$ cat src/rtl/gowin_user_flash_ctrl_if.sv
// Command/response bus between fabric logic (loaders, UART bridges) and the
// user-flash command controller.
interface gowin_user_flash_ctrl_if #(
  parameter int ADDR_W = 12,
  parameter int DATA_W = 32
);
  // Handshake: a command transfers on a rising edge where cmd_valid and
  // cmd_ready are both high. cmd_op/cmd_addr/cmd_wdata/wr_lock are only looked
  // at on that edge and are ignored while cmd_ready is low. rsp_valid is a
  // one-cycle pulse with no ready; the requester must take it when it appears.
  logic              cmd_valid;
  logic              cmd_ready;
  logic [1:0]        cmd_op;
  logic [ADDR_W-1:0] cmd_addr;
  logic [DATA_W-1:0] cmd_wdata;
  logic              wr_lock;
  logic              rsp_valid;
  logic [DATA_W-1:0] rsp_rdata;
  logic              rsp_err;

  modport master (
    output cmd_valid, cmd_op, cmd_addr, cmd_wdata, wr_lock,
    input  cmd_ready, rsp_valid, rsp_rdata, rsp_err
  );

  modport slave (
    input  cmd_valid, cmd_op, cmd_addr, cmd_wdata, wr_lock,
    output cmd_ready, rsp_valid, rsp_rdata, rsp_err
  );
endinterface

$ cat src/rtl/gowin_user_flash_ctrl.sv
// Command-level controller for the on-chip user flash: turns read / program /
// page-erase commands into timed address setup, strobe pulse and recovery.
module gowin_user_flash_ctrl #(
  parameter int ROW_W     = 6,
  parameter int COL_W     = 6,
  parameter int DATA_W    = 32,
  parameter int SETUP_CYC = 1,
  parameter int RD_CYC    = 2,
  parameter int PROG_CYC  = 16,
  parameter int ERASE_CYC = 64
) (
  input  logic                  aclk,
  input  logic                  resetn,
  gowin_user_flash_ctrl_if.slave bus,
  output logic                  busy,
  output logic [ROW_W-1:0]      f_ra,
  output logic [COL_W-1:0]      f_ca,
  output logic [DATA_W-1:0]     f_din,
  input  logic [DATA_W-1:0]     f_dout,
  output logic                  f_oe,
  output logic                  f_pw,
  output logic                  f_pe,
  output logic [2:0]            state_dbg
);

  localparam int MAX_AB  = (SETUP_CYC > RD_CYC) ? SETUP_CYC : RD_CYC;
  localparam int MAX_CD  = (PROG_CYC > ERASE_CYC) ? PROG_CYC : ERASE_CYC;
  localparam int MAX_CYC = (MAX_AB > MAX_CD) ? MAX_AB : MAX_CD;
  localparam int CNT_W   = $clog2(MAX_CYC + 1);

  // Counter is loaded with (length - 1) so the phase ends on the cycle it reads zero.
  localparam logic [CNT_W-1:0] SETUP_LD = CNT_W'(SETUP_CYC - 1);
  localparam logic [CNT_W-1:0] RD_LD    = CNT_W'(RD_CYC - 1);
  localparam logic [CNT_W-1:0] PROG_LD  = CNT_W'(PROG_CYC - 1);
  localparam logic [CNT_W-1:0] ERASE_LD = CNT_W'(ERASE_CYC - 1);

  localparam logic [1:0] OP_READ  = 2'b00;
  localparam logic [1:0] OP_PROG  = 2'b01;
  localparam logic [1:0] OP_ERASE = 2'b10;
  localparam logic [1:0] OP_RSVD  = 2'b11;

  typedef enum logic [2:0] {
    S_IDLE  = 3'd0,
    S_SETUP = 3'd1,
    S_READ  = 3'd2,
    S_PROG  = 3'd3,
    S_ERASE = 3'd4,
    S_RECOV = 3'd5,
    S_RESP  = 3'd6
  } state_t;

  state_t            state;
  logic [CNT_W-1:0]  cnt;
  logic [1:0]        op_q;
  logic              cmd_ready_q;
  logic              rsp_valid_q;
  logic              rsp_err_q;
  logic [DATA_W-1:0] rsp_rdata_q;
  logic              accept;
  logic              cmd_bad;

  assign accept  = bus.cmd_valid && cmd_ready_q;
  // Reserved op, or a write-type op while the lock is held, is answered without touching the array.
  assign cmd_bad = (bus.cmd_op == OP_RSVD) || ((bus.cmd_op != OP_READ) && bus.wr_lock);

  assign bus.cmd_ready = cmd_ready_q;
  assign bus.rsp_valid = rsp_valid_q;
  assign bus.rsp_err   = rsp_err_q;
  assign bus.rsp_rdata = rsp_rdata_q;
  assign busy          = (state != S_IDLE);
  assign state_dbg     = state;

  always_ff @(posedge aclk or negedge resetn) begin
    if (!resetn) begin
      state       <= S_IDLE;
      cnt         <= '0;
      op_q        <= OP_READ;
      cmd_ready_q <= 1'b0;
      rsp_valid_q <= 1'b0;
      rsp_err_q   <= 1'b0;
      rsp_rdata_q <= '0;
      f_ra        <= '0;
      f_ca        <= '0;
      f_din       <= '0;
      f_oe        <= 1'b0;
      f_pw        <= 1'b0;
      f_pe        <= 1'b0;
    end else begin
      rsp_valid_q <= 1'b0;
      case (state)
        S_IDLE: begin
          cmd_ready_q <= 1'b1;
          if (accept) begin
            cmd_ready_q <= 1'b0;
            op_q        <= bus.cmd_op;
            f_ra        <= bus.cmd_addr[ROW_W+COL_W-1:COL_W];
            f_ca        <= (bus.cmd_op == OP_ERASE) ? '0 : bus.cmd_addr[COL_W-1:0];
            f_din       <= bus.cmd_wdata;
            rsp_err_q   <= cmd_bad;
            if (cmd_bad) begin
              state       <= S_RESP;
              rsp_valid_q <= 1'b1;
              cnt         <= '0;
            end else begin
              state <= S_SETUP;
              cnt   <= SETUP_LD;
            end
          end
        end
        S_SETUP: begin
          if (cnt == '0) begin
            case (op_q)
              OP_READ: begin
                state <= S_READ;
                f_oe  <= 1'b1;
                cnt   <= RD_LD;
              end
              OP_PROG: begin
                state <= S_PROG;
                f_pw  <= 1'b1;
                cnt   <= PROG_LD;
              end
              default: begin
                state <= S_ERASE;
                f_pe  <= 1'b1;
                cnt   <= ERASE_LD;
              end
            endcase
          end else begin
            cnt <= cnt - 1'b1;
          end
        end
        S_READ: begin
          if (cnt == '0) begin
            // Last strobe cycle: the array output is settled, capture it as the strobe drops.
            f_oe        <= 1'b0;
            rsp_rdata_q <= f_dout;
            state       <= S_RECOV;
          end else begin
            cnt <= cnt - 1'b1;
          end
        end
        S_PROG: begin
          if (cnt == '0) begin
            f_pw  <= 1'b0;
            state <= S_RECOV;
          end else begin
            cnt <= cnt - 1'b1;
          end
        end
        S_ERASE: begin
          if (cnt == '0) begin
            f_pe  <= 1'b0;
            state <= S_RECOV;
          end else begin
            cnt <= cnt - 1'b1;
          end
        end
        S_RECOV: begin
          state       <= S_RESP;
          rsp_valid_q <= 1'b1;
          cnt         <= '0;
        end
        S_RESP: begin
          state       <= S_IDLE;
          cmd_ready_q <= 1'b1;
        end
        default: begin
          state <= S_IDLE;
        end
      endcase
    end
  end

endmodule
$ cat src/flat_wrapper.sv
// flat-port wrapper written by rule: the top's interface ports become plain ports
module gowin_user_flash_ctrl_flat 
#(
  parameter int ROW_W     = 6,
  parameter int COL_W     = 6,
  parameter int DATA_W    = 32,
  parameter int SETUP_CYC = 1,
  parameter int RD_CYC    = 2,
  parameter int PROG_CYC  = 16,
  parameter int ERASE_CYC = 64
)
  (aclk, resetn, busy, f_ra, f_ca, f_din, f_dout, f_oe, f_pw, f_pe, state_dbg, bus_cmd_valid, bus_cmd_op, bus_cmd_addr, bus_cmd_wdata, bus_wr_lock, bus_cmd_ready, bus_rsp_valid, bus_rsp_rdata, bus_rsp_err);
  gowin_user_flash_ctrl_if #(.DATA_W(DATA_W)) bus_i ();
  input  logic aclk;
  input  logic resetn;
  output logic busy;
  output logic [ROW_W-1:0] f_ra;
  output logic [COL_W-1:0] f_ca;
  output logic [DATA_W-1:0] f_din;
  input  logic [DATA_W-1:0] f_dout;
  output logic f_oe;
  output logic f_pw;
  output logic f_pe;
  output logic [2:0] state_dbg;
  input wire logic [$bits(bus_i.cmd_valid)-1:0] bus_cmd_valid;
  input wire logic [$bits(bus_i.cmd_op)-1:0] bus_cmd_op;
  input wire logic [$bits(bus_i.cmd_addr)-1:0] bus_cmd_addr;
  input wire logic [$bits(bus_i.cmd_wdata)-1:0] bus_cmd_wdata;
  input wire logic [$bits(bus_i.wr_lock)-1:0] bus_wr_lock;
  output wire logic [$bits(bus_i.cmd_ready)-1:0] bus_cmd_ready;
  output wire logic [$bits(bus_i.rsp_valid)-1:0] bus_rsp_valid;
  output wire logic [$bits(bus_i.rsp_rdata)-1:0] bus_rsp_rdata;
  output wire logic [$bits(bus_i.rsp_err)-1:0] bus_rsp_err;
  assign bus_i.cmd_valid = bus_cmd_valid;
  assign bus_i.cmd_op = bus_cmd_op;
  assign bus_i.cmd_addr = bus_cmd_addr;
  assign bus_i.cmd_wdata = bus_cmd_wdata;
  assign bus_i.wr_lock = bus_wr_lock;
  assign bus_cmd_ready = bus_i.cmd_ready;
  assign bus_rsp_valid = bus_i.rsp_valid;
  assign bus_rsp_rdata = bus_i.rsp_rdata;
  assign bus_rsp_err = bus_i.rsp_err;
  gowin_user_flash_ctrl #(.ROW_W(ROW_W), .COL_W(COL_W), .DATA_W(DATA_W), .SETUP_CYC(SETUP_CYC), .RD_CYC(RD_CYC), .PROG_CYC(PROG_CYC), .ERASE_CYC(ERASE_CYC)) u_core (.aclk(aclk), .resetn(resetn), .bus(bus_i), .busy(busy), .f_ra(f_ra), .f_ca(f_ca), .f_din(f_din), .f_dout(f_dout), .f_oe(f_oe), .f_pw(f_pw), .f_pe(f_pe), .state_dbg(state_dbg));
endmodule
$ cat config.mk
export PLATFORM = sky130hd
export DESIGN_NAME = gowin_user_flash_ctrl_flat
export DESIGN_NICKNAME = d
export VERILOG_FILES = /design/src/rtl/gowin_user_flash_ctrl_if.sv /design/src/rtl/gowin_user_flash_ctrl.sv /design/src/flat_wrapper.sv
export SDC_FILE = /design/constraint.sdc
export NUM_CORES = 1
export LEC_CHECK = 0
export CORE_MARGIN = 2
export CORE_UTILIZATION = 45
export DETAILED_ROUTE_END_ITERATION = 8
export PLACE_DENSITY = 0.92
export SLEW_MARGIN = 10
export SYNTH_ARGS = -nofsm -noshare
export SYNTH_HDL_FRONTEND = slang
export SYNTH_SLANG_ARGS = --single-unit
$ cat constraint.sdc
create_clock -name aclk -period 3.45 [get_ports aclk]
set_input_delay 0.345 -clock aclk [delete_from_list [all_inputs] [get_ports aclk]]
set_output_delay 0.345 -clock aclk [all_outputs]
set_load 0.1 [all_outputs]
; ---- Yosys cells after proc, flatten, opt, wreduce, memory -nomap -nowiden
; Index checks and enable logic that the tools add are counted.
[word_totals]
wordCells = 82
register_bits = 94
out_inout_bits = 86
in_bits = 82
[op_classes]
muxes = 27
reduce_logical = 22
addsub = 1
n_eq_ne = 19
[ops]
columns = operator, count
row1 = case mux 7 bit (4 select lines), 1
row2 = 2-to-1 mux 7 bit, 3
row3 = 2-to-1 mux 3 bit, 4
row4 = inequality test 2 x 1 -> 1 bit (second input constant), 6
row5 = case mux 3 bit (4 select lines), 1
row6 = case mux 6 bit (2 select lines), 1
row7 = AND reduction 4 bit, 3
row8 = 2-to-1 mux 1 bit, 10
row9 = case mux 1 bit (2 select lines), 5
row10 = nonzero test 2 bit, 5
row11 = == test 3 bit (second input constant), 3
row12 = inequality test 2 bit (second input constant), 4
row13 = logical NOT 7 bit, 1
row14 = subtractor 7 x 1 -> 7 bit (second input constant), 1
row15 = == test 3 x 2 -> 1 bit (second input constant), 2
row16 = 2-to-1 mux 6 bit, 1
row17 = case mux 3 bit (2 select lines), 1
row18 = AND reduction 3 bit, 2
row19 = == test 2 bit (second input constant), 2
row20 = AND reduction 2 bit, 2
row21 = nonzero test 4 bit, 1
row22 = == test 3 x 1 -> 1 bit (second input constant), 1
row23 = logical NOT 3 bit, 1
row24 = nonzero test 3 bit, 1
row25 = 6 further kinds, 7

; ---- Longest topological paths before layout
; Gate-level depths: netlist of the first run.
[depth]
depth_word = 6
ltp_mapped = 7
ltp_nobuf = 6

; ---- Worst setup path before layout of the first run
; No wires, ideal clock.
[synth_path]
path_kind = register -> register
from = register u_core.state[0], in the netlist u_core.state_dbg[0]
to = register u_core.f_ra[4]
setup_time_ps = 125
path_stages_with_launch = 7
arrival_time_ps = 2494
required_ps = 3325
path_slack_ps = 831
path_buffers = 3
period_less_slack_ps = 2619
cell_sequence = dfrtp_1 > or3_1 > buf_2 > nor2_2 > buf_4 > buf_2 > mux2_2
[synth_via]
elab_chain_len = 2
[synth_lines]
columns = element, line_no
row1 = "start, declared", gowin_user_flash_ctrl.sv:52  ; state_t state;
row2 = "start signal, assigned", gowin_user_flash_ctrl.sv:75  ; state <= S_IDLE;
row3 = "start signal, assigned", gowin_user_flash_ctrl.sv:101  ; state <= S_RESP;
row4 = "start signal, assigned", gowin_user_flash_ctrl.sv:105  ; state <= S_SETUP;
row5 = logical NOT 3 bit, gowin_user_flash_ctrl.sv:90  ; case (state)
row6 = AND reduction 2 bit (no source line), n/a
row7 = "end signal, assigned", gowin_user_flash_ctrl.sv:96  ; f_ra <= bus.cmd_addr[ROW_W+COL_W-1:COL_W];
row8 = "end, declared", gowin_user_flash_ctrl.sv:16  ; output logic [ROW_W-1:0] f_ra,
; Every way passes these cells.
; A chain may end at the register's enable or synchronous reset.

; ---- Final worst setup path of the first run
[layout_path]
from = register u_core.state[0], in the netlist u_core.state_dbg[0]
to = output port state_dbg[0]
[layout_lines]
columns = element, line_no
row1 = "end, declared", flat_wrapper.sv:24  ; output logic [2:0] state_dbg;
; No word-level cell between the ends.

==> results of run 1 <==
-- path summary, 6_finish.rpt --
kind	end	slack, ns	cells past startpoint
worst max-delay path	state_dbg[0]	0.87	1
min in group aclk	u_core.f_din[28]	0.51	1
worst min-delay path	u_core.f_din[10]	0.05	2
worst max register to register	u_core.bus.rsp_rdata[30]	0.89	6
max in group asynchronous	u_core.cnt[4]	2.94	2
worst min register to register	u_core.f_din[28]	0.51	1
-- layout make-up --
class | count | area, sq um | share of cell area (%)
flip-flops and latches | 94 | 2350 | 39.0
repair buffers | 170 | 1700 | 28.1
inverters | 7 | 26.3 | 0.436
clock buffers | 10 | 128 | 2.12
multi-input cells | 184 | 1620 | 26.9
clock inverters | 6 | 70.1 | 1.16
well taps | 108 | 135 | 2.24
-- routing by layer --
layer | part of all wire (%) | wire [microns] | up-vias | track usage, %
met4 | 1.9 | 197 | 0 | 6.22
li1 | - | - | 1418 | -
met2 | 52 | 5360 | 138 | 38.1
met3 | 6.9 | 722 | 19 | 5.48
met1 | 40 | 4110 | 1466 | 26.0
met5 | 0 | 0 | - | 0
-- cells in the final DEF (no fill, tap or decap), types with 3 or more instances in the layout --
| cell | count |
|---|---|
| clkbuf_8 | 9 |
| buf_4 | 6 |
| inv_1 | 7 |
| nor2_1 | 10 |
| o21ai_0 | 15 |
| nand2b_1 | 5 |
| a2bb2oi_1 | 3 |
| nand3_1 | 8 |
| nand2_1 | 16 |
| a211oi_1 | 3 |
| clkdlybuf4s50_1 | 163 |
| a31oi_1 | 7 |
| dfrtp_1 | 94 |
| a21oi_1 | 6 |
| o31ai_1 | 4 |
| mux2_2 | 42 |
| mux2_4 | 30 |
-- per-stage QoR --
step | cell area [sq um] | hold WS, ns | worst slack (ns)
4_1_cts | 6030 | 0.0669 | 0.867
3_3_place_gp | 5830 | 0.456 | 1.02
5_1_grt | 6030 | 0.0995 | 0.728
2_1_floorplan | 4080 | 0.0494 | 0.831
3_5_place_dp | 5830 | 0.463 | 0.915
6_report | 6030 | 0.0499 | 0.871
-- state kept, by name, summed over array words and instances, names as in the netlist --
name                  cells
u_core.bus.cmd_ready      1
u_core.bus.rsp_err        1
u_core.bus.rsp_rdata     32
u_core.bus.rsp_valid      1
u_core.cnt                7
u_core.f_ca               6
u_core.f_din             32
u_core.f_oe               1
u_core.f_pe               1
u_core.f_pw               1
u_core.f_ra               6
u_core.op_q               2
u_core.state_dbg          3
-- logic make-up (layout without fill, tap and decap cells) --
logic type / Yosys count / in the layout
compound gates: 54 / 54
fa+ha+maj: 3 / 3
buf+inv: 21 / 193
flops: 94 / 94
mux: 72 / 72
simple gates: 55 / 55
==> flow_metrics.py, run 1 <==
metrics = {
    "floorplanning": {
        "die_w_microns": 99.2,
        "start_util_pct": 46.6,
        "die_h_microns": 99.2,
        "die-area_sq_um": 9850,
        "rows": 34,
        "pin_count": 168,
        "core_area_sq_um": 8760,
    },
    "synth": {
        "syn_nets": 383,
        "yosysMostFrequentCell": "dfrtp_1",
        "synth_commonest_cells": "dfrtp_1, mux2_2, mux2_4",
        "synth-simple-area-share_pct": 7.23,
        "synth_top_area_cell": "dfrtp_1",
        "ys.flop_type": "dfrtp_1",
        "synthMuxAreaShare_pct": 22.6,
        "ys_seq_area_share_pct": 57.6,
        "synth_adder_area_share_pct": 0.858,
        "synth_edf_count": 0,
        "synth_compound_area_share_pct": 8.86,
        "ys_seq_elements": 94,
        "yosysTopAreaCellShare_pct": 57.6,
        "synthCells": 299,
        "synth_top_family_by_area": "multiplexers",
        "netlist_area_sq_um": 4080,
        "synth-async-reset-ratio_pct": 100,
        "synth_xor_area_share_pct": 0,
        "ys_warn_count": 0,
        "syn_avg_cell_area_sq_um": 13.7,
        "synth_area_leaders": "dfrtp_1, mux2_2, mux2_4",
        "synth.distinct_cells": 46,
    },
    "setup_path": {
        "cp.required_ns": 3.11,
        "path_cells": "clkdlybuf4s50_1",
        "cp_num_buf_inv": 1,
        "crit_fanout": 18,
        "cpPeakStageDelay_ns": 1.23,
        "startpoint": "u_core.state_dbg[0]",
        "endpoint_kind": "output port",
        "slowest_stage": "clkdlybuf4s50_1",
        "crit_family": "buffers and inverters",
        "critPathLaunchType": "flip-flop",
        "r2r_start": "u_core.cnt[0]",
        "worstPathArrival_ns": 2.23,
        "critPathKind": "flip-flop to output port",
    },
    "route": {
        "vias": 3041,
        "drt_wl_total_microns": 10400,
        "drcViolationCount": 0,
        "ant_nets": 0,
        "firstDrtPassIters": 6,
        "avgRoutedWirePerCell_microns": 18.0,
        "drt-initial-drc-count": 150,
        "via_per_inst": 5.25,
    },
    "cells_and_area": {
        "num_antenna_cells": 0,
        "fin_cells": 579,
        "synthToLayoutAreaGrowth_pct": 47.7,
        "drive_gt1_share_pct": 21.7,
        "nets": 550,
        "final_util_pct": 68.8,
        "num-fill-cells": 615,
    },
    "sta": {
        "hold_violations": 0,
        "drv_slew": 0,
        "fin_crit_ns": 2.58,
        "tns_ns": 0,
        "worst_pin_slew_ns": 1.01,
        "rsz0062_at_grt": "no",
        "fmaxAchievable_mhz": 388,
        "period_share_pct": 74.8,
        "setup_violations": 0,
        "slew_headroom_pct": 32.4,
        "finClkSkew_ns": 0.0152,
    },
    "clock_tree": {
        "cts_resized": 0,
        "clk_pin_slew_ns": 0.10,
        "post-cts-setup-buffers": 0,
        "cts_root_buf": "clkbuf_8",
        "htreeDepth": 3,
        "clock_latency_ns": 0.36,
        "cts_num_sinks": 94,
        "cts_tree": "yes",
        "hold_buffers": 0,
        "cts_buffer_depth": 2,
        "cts_buffers": 9,
    },
    "place": {
        "gp_congestion": 0.812,
        "portBuffers": 167,
        "place_inst": 563,
        "dp_hpwl_microns": 7890,
    },
    "global_route": {
        "antenna_found_initial": 0,
        "grt_pass1_vias": 3247,
        "track_usage_pct": 21.5,
        "gr-total-overflow": 0,
        "grt_max_degree": 50,
        "grt_pass1_wl_microns": 16700,
    },
    "status": {
        "outcome": "finished clean",
    },
    "flow_run": {
        "max_cap_viol_count": 0,
    },
    "hold_path": {
        "hold_class": "input pin to asynchronous set/reset pin",
    },
}
Power of run 1 is left out: the tool's default activity adds up to more than one toggle a clock period on the data nets, which glitch-free logic cannot reach.
==> inputs of run 2 (changes only) <==
CORE_UTILIZATION = 39   (was 45)
PLACE_DENSITY = 0.86   (was 0.92)
clock period = 2.3 ns   (was 3.45 ns; I/O delays follow)
==> run 2 against run 1 <==
Sequential share of layout area rose by 0.71 points; critical path depth rose by 6; critical path type is now flip-flop to flip-flop; die area rose by 15%; critical endpoint is now u_core.bus.rsp_rdata[27].
==> flow_metrics.py, run 2 (synthesis results as in run 1) <==
metrics = {
    "status": {
        "outcome": "finished clean",
    },
    "place": {
        "dp_hpwl_microns": 7740,
        "portBuffers": 167,
        "gp_congestion": 0.906,
    },
    "route": {
        "vias": 3089,
        "highest_layer": "met4",
        "firstDrtPassIters": 4,
        "route.met2.wl_microns": 5340,
        "drcViolationCount": 0,
        "drt-initial-drc-count": 159,
        "dr_wl_met3_microns": 690,
        "drt_wl_total_microns": 10200,
        "ant_nets": 0,
        "avgRoutedWirePerCell_microns": 16.7,
        "met1Wirelength_microns": 4040,
        "via_per_inst": 5.05,
    },
    "hold_path": {
        "hold_class": "input pin to flip-flop",
    },
    "setup_path": {
        "worstPathArrival_ns": 2.41,
        "crit_fanout": 32,
        "critPathLaunchType": "flip-flop",
        "cp.required_ns": 2.55,
        "critPathKind": "flip-flop to flip-flop",
        "endpoint_kind": "flip-flop",
        "ff2ff_setup_slack_ns": 0.14,
    },
    "global_route": {
        "track_usage_pct": 18.5,
        "grt_max_degree": 59,
        "grt_pass1_vias": 3165,
        "grt_pass1_wl_microns": 16300,
        "gr-total-overflow": 0,
        "antenna_found_initial": 0,
    },
    "floorplanning": {
        "rows": 37,
        "die_w_microns": 106,
        "pin_count": 168,
        "die_h_microns": 106,
        "start_util_pct": 39.9,
        "die-area_sq_um": 11300,
        "core_area_sq_um": 10200,
    },
    "clock_tree": {
        "clock_latency_ns": 0.37,
        "post-cts-setup-buffers": 0,
        "cts_num_sinks": 94,
        "cts_buffer_depth": 2,
        "htreeDepth": 3,
        "cts_tree": "yes",
        "clk_pin_slew_ns": 0.10,
        "cts_buffers": 9,
        "cts_root_buf": "clkbuf_8",
    },
    "cells_and_area": {
        "final_util_pct": 58.1,
        "synthToLayoutAreaGrowth_pct": 45.6,
        "nets": 555,
        "num-fill-cells": 811,
        "register_area_sq_um": 2360,
        "num_antenna_cells": 0,
        "multi_input_area_sq_um": 1630,
        "layout_common_cells": "buf_4, dfrtp_1, clkdlybuf4s50_1, mux2_2, mux2_4",
        "drive_gt1_share_pct": 40.8,
    },
    "flow_run": {
        "max_cap_viol_count": 0,
    },
    "sta": {
        "worst_pin_slew_ns": 0.744,
        "hold_violations": 0,
        "fmaxAchievable_mhz": 463,
        "fin_crit_ns": 2.16,
        "rsz0062_at_grt": "no",
        "tns_ns": 0,
        "setup_violations": 0,
        "period_share_pct": 94.0,
        "finClkSkew_ns": 0.0169,
        "drv_slew": 0,
        "slew_headroom_pct": 50.4,
    },
}
-- run 2: cell types whose count changed in the layout (fill, tap and decap cells not counted), sizes merged --
cell / change
buf: +87
bufinv: -1
clkbuf: -1
clkdlybuf4s50: -83
clkinv: +1
clkinvlp: +1
dlygate4sd3: +1
-- run 2: cell type report --
type / count / share of cell area [%]
flip-flops and latches: 94 / 39.7
multi-input cells: 184 / 27.4
repair buffers: 175 / 26.2
well taps: 136 / 2.86
clock buffers: 9 / 2.08
clock inverters: 7 / 1.35
inverters: 7 / 0.442
-- run 2: final timing paths --
check / startpoint / end / depth (start not counted)
setup / recovery: u_core.cnt[0] / u_core.bus.rsp_rdata[27] / 7
hold / removal: bus_cmd_addr[2] / u_core.f_ca[2] / 3
setup reg to reg: u_core.cnt[0] / u_core.bus.rsp_rdata[27] / 7
hold reg to reg: u_core.f_ca[5] / u_core.f_ca[5] / 2
max in group asynchronous: resetn / u_core.f_din[22] / 3
min in group asynchronous: resetn / u_core.f_din[13] / 2
-- run 2: routing by layer --
layer  track usage, %  vias to the layer above
met5                0                        -
met1             22.4                     1503
li1                 -                     1430
met4             6.48                        0
met2             32.3                      142
met3             4.41                       14
-- run 2: what timing repair did --
action,4_1_cts,5_1_grt
setup endpoints to repair,0,2
hold buffers,1,0
gates resized for setup,0,1
endpoints found under the hold margin,57,0
-- run 2: metrics by stage --
stage	hold WS, ns	setup slack (ns)	area, sq um	cells
finish	0.413	0.139	5940	612
global route	0.398	0.0410	5940	612
CTS	0.384	0.145	5940	612
detailed placement	0.350	0.163	5720	595
global placement	0.336	0.234	5720	595
floorplan	-0.0656	0.0462	4090	299
-- run 2: critical path, cell delays in order (launching register included) --
cell and delay (ns):
dfrtp_1 0.40, inv_1 0.11, ha_1 0.21, or3b_2 0.51, nor2_4 0.17, nand3_4 0.10
buf_12 0.22, mux2_4 0.32
Power of run 2 is left out for the same reason.
==> inputs of run 3 (changes only) <==
GPL_ROUTABILITY_DRIVEN = 0   (was not set)
==> run 3 against run 2 <==
Non-clock buffer count is 1 higher; via count is 1.0% higher; global-route usage is 0.30 points higher; utilization is 0.16 points lower; fmax is 1.6% lower; routed wire length is 4.0% higher; hold slack better by 0.0043 ns; critical path depth stayed put; design area is 0.27% lower; critical endpoint unchanged; largest cell class unchanged.
==> flow_metrics.py, run 3 (synthesis results as in run 1) <==
metrics = {
    "clock_tree": {
        "cts_root_buf": "clkbuf_8",
        "clock_latency_ns": 0.36,
        "post-cts-setup-buffers": 0,
        "cts_buffer_depth": 2,
        "htreeDepth": 3,
        "clk_pin_slew_ns": 0.09,
        "cts_num_sinks": 94,
        "cts_tree": "yes",
        "cts_buffers": 9,
    },
    "route": {
        "drt-initial-drc-count": 269,
        "ant_nets": 0,
        "vias": 3120,
        "firstDrtPassIters": 4,
        "avgRoutedWirePerCell_microns": 17.4,
        "via_per_inst": 5.09,
        "drt_wl_total_microns": 10600,
        "drcViolationCount": 0,
    },
    "status": {
        "outcome": "finished clean",
    },
    "sta": {
        "hold_violations": 0,
        "fin_crit_ns": 2.20,
        "fmaxAchievable_mhz": 456,
        "setup_violations": 0,
        "tns_ns": 0,
        "worst_pin_slew_ns": 0.608,
        "period_share_pct": 95.4,
        "rsz0062_at_grt": "no",
        "drv_slew": 0,
        "finClkSkew_ns": 0.0109,
        "slew_headroom_pct": 59.5,
    },
    "setup_path": {
        "slowest_stage": "or3b_2",
        "worstReg2RegEnd": "u_core.bus.rsp_rdata[27]",
        "cp_num_buf_inv": 2,
        "cpPeakStageDelay_ns": 0.51,
        "r2r_cells": 7,
        "critPathLaunchType": "flip-flop",
        "ff2ff_setup_slack_ns": 0.10,
        "crit_cells": 7,
        "crit_fanout": 32,
        "endpoint_kind": "flip-flop",
        "worstPathArrival_ns": 2.44,
        "crit_family": "simple AND/OR/NAND/NOR gates",
        "r2r_start": "u_core.cnt[0]",
        "cp.required_ns": 2.55,
        "path_cells": "inv_1, ha_1, or3b_2, nor2_4, nand3_4, buf_12, mux2_4",
        "critPathKind": "flip-flop to flip-flop",
    },
    "cells_and_area": {
        "final_util_pct": 57.9,
        "synthToLayoutAreaGrowth_pct": 45.2,
        "num_antenna_cells": 0,
        "layout_common_cells": "buf_4, dfrtp_1, clkdlybuf4s50_1, mux2_2, mux2_4",
        "num-fill-cells": 844,
        "nets": 556,
        "layout_commonest_cell": "buf_4",
        "fin_cells": 613,
        "drive_gt1_share_pct": 40.9,
    },
    "global_route": {
        "grt_pass1_wl_microns": 16600,
        "grt_pass1_vias": 3242,
        "antenna_found_initial": 0,
        "grt_max_degree": 52,
        "track_usage_pct": 18.8,
        "gr-total-overflow": 0,
    },
    "floorplanning": {
        "start_util_pct": 39.9,
        "rows": 37,
        "core_area_sq_um": 10200,
        "die-area_sq_um": 11300,
        "die_h_microns": 106,
        "die_w_microns": 106,
        "pin_count": 168,
    },
    "place": {
        "portBuffers": 167,
        "place_inst": 596,
        "dp_hpwl_microns": 7950,
    },
    "flow_run": {
        "max_cap_viol_count": 0,
    },
    "hold_path": {
        "hold_class": "input pin to asynchronous set/reset pin",
    },
}
-- run 3: worst register-to-register path: stages, from the launching register on --
cell	delay (ns)
dfrtp_1	0.41
inv_1	0.12
ha_1	0.21
or3b_2	0.52
nor2_4	0.18
nand3_4	0.10
buf_12	0.21
mux2_4	0.34
-- run 3: final cells by class --
cell class / count / area [sq um] / area share (%)
clock inverters: 7 / 56.3 / 0.950
clock buffers: 9 / 124 / 2.09
multi-input cells: 184 / 1630 / 27.4
well taps: 136 / 170 / 2.87
repair buffers: 176 / 1560 / 26.4
inverters: 7 / 26.3 / 0.443
flip-flops and latches: 94 / 2360 / 39.8
-- run 3: metrics by stage --
step                      instance area (sq um)  setup WS, ns  hold WS (ns)
after floorplan                            4090        0.0462       -0.0656
after global placement                     5730         0.240         0.260
after detailed placement                   5730         0.112         0.280
after CTS                                  5920        0.0669         0.395
after global routing                       5930       0.00644         0.437
final                                      5930         0.105         0.417
-- run 3: repair_timing --
item / 4_1_cts / 5_1_grt
hold endpoints to repair: 43 / 0
hold buffers: 1 / 0
resized for setup: 0 / 1
endpoints found under the setup margin: 0 / 2
-- run 3: how the worst max path moves through the flow --
stage / start / endpoint / slack, ns
floorplan: u_core.state_dbg[2] / u_core.f_ra[4] / 0.05
global placement: u_core.cnt[0] / u_core.bus.rsp_rdata[21] / 0.24
detailed placement: u_core.cnt[0] / u_core.cnt[2] / 0.11
CTS: u_core.cnt[0] / u_core.cnt[2] / 0.07
global route: u_core.cnt[0] / u_core.bus.rsp_rdata[3] / 0.006
finish: u_core.cnt[0] / u_core.bus.rsp_rdata[27] / 0.10
-- run 3: metal layers --
| metal | track usage [%] | wire [microns] | vias to the layer above |
|---|---|---|---|
| met3 | 4.29 | 733 | 15 |
| li1 | - | - | 1431 |
| met1 | 22.6 | 4150 | 1544 |
| met5 | 0 | 0 | - |
| met2 | 33.2 | 5620 | 130 |
| met4 | 6.20 | 147 | 0 |
Power of run 3 is left out for the same reason.
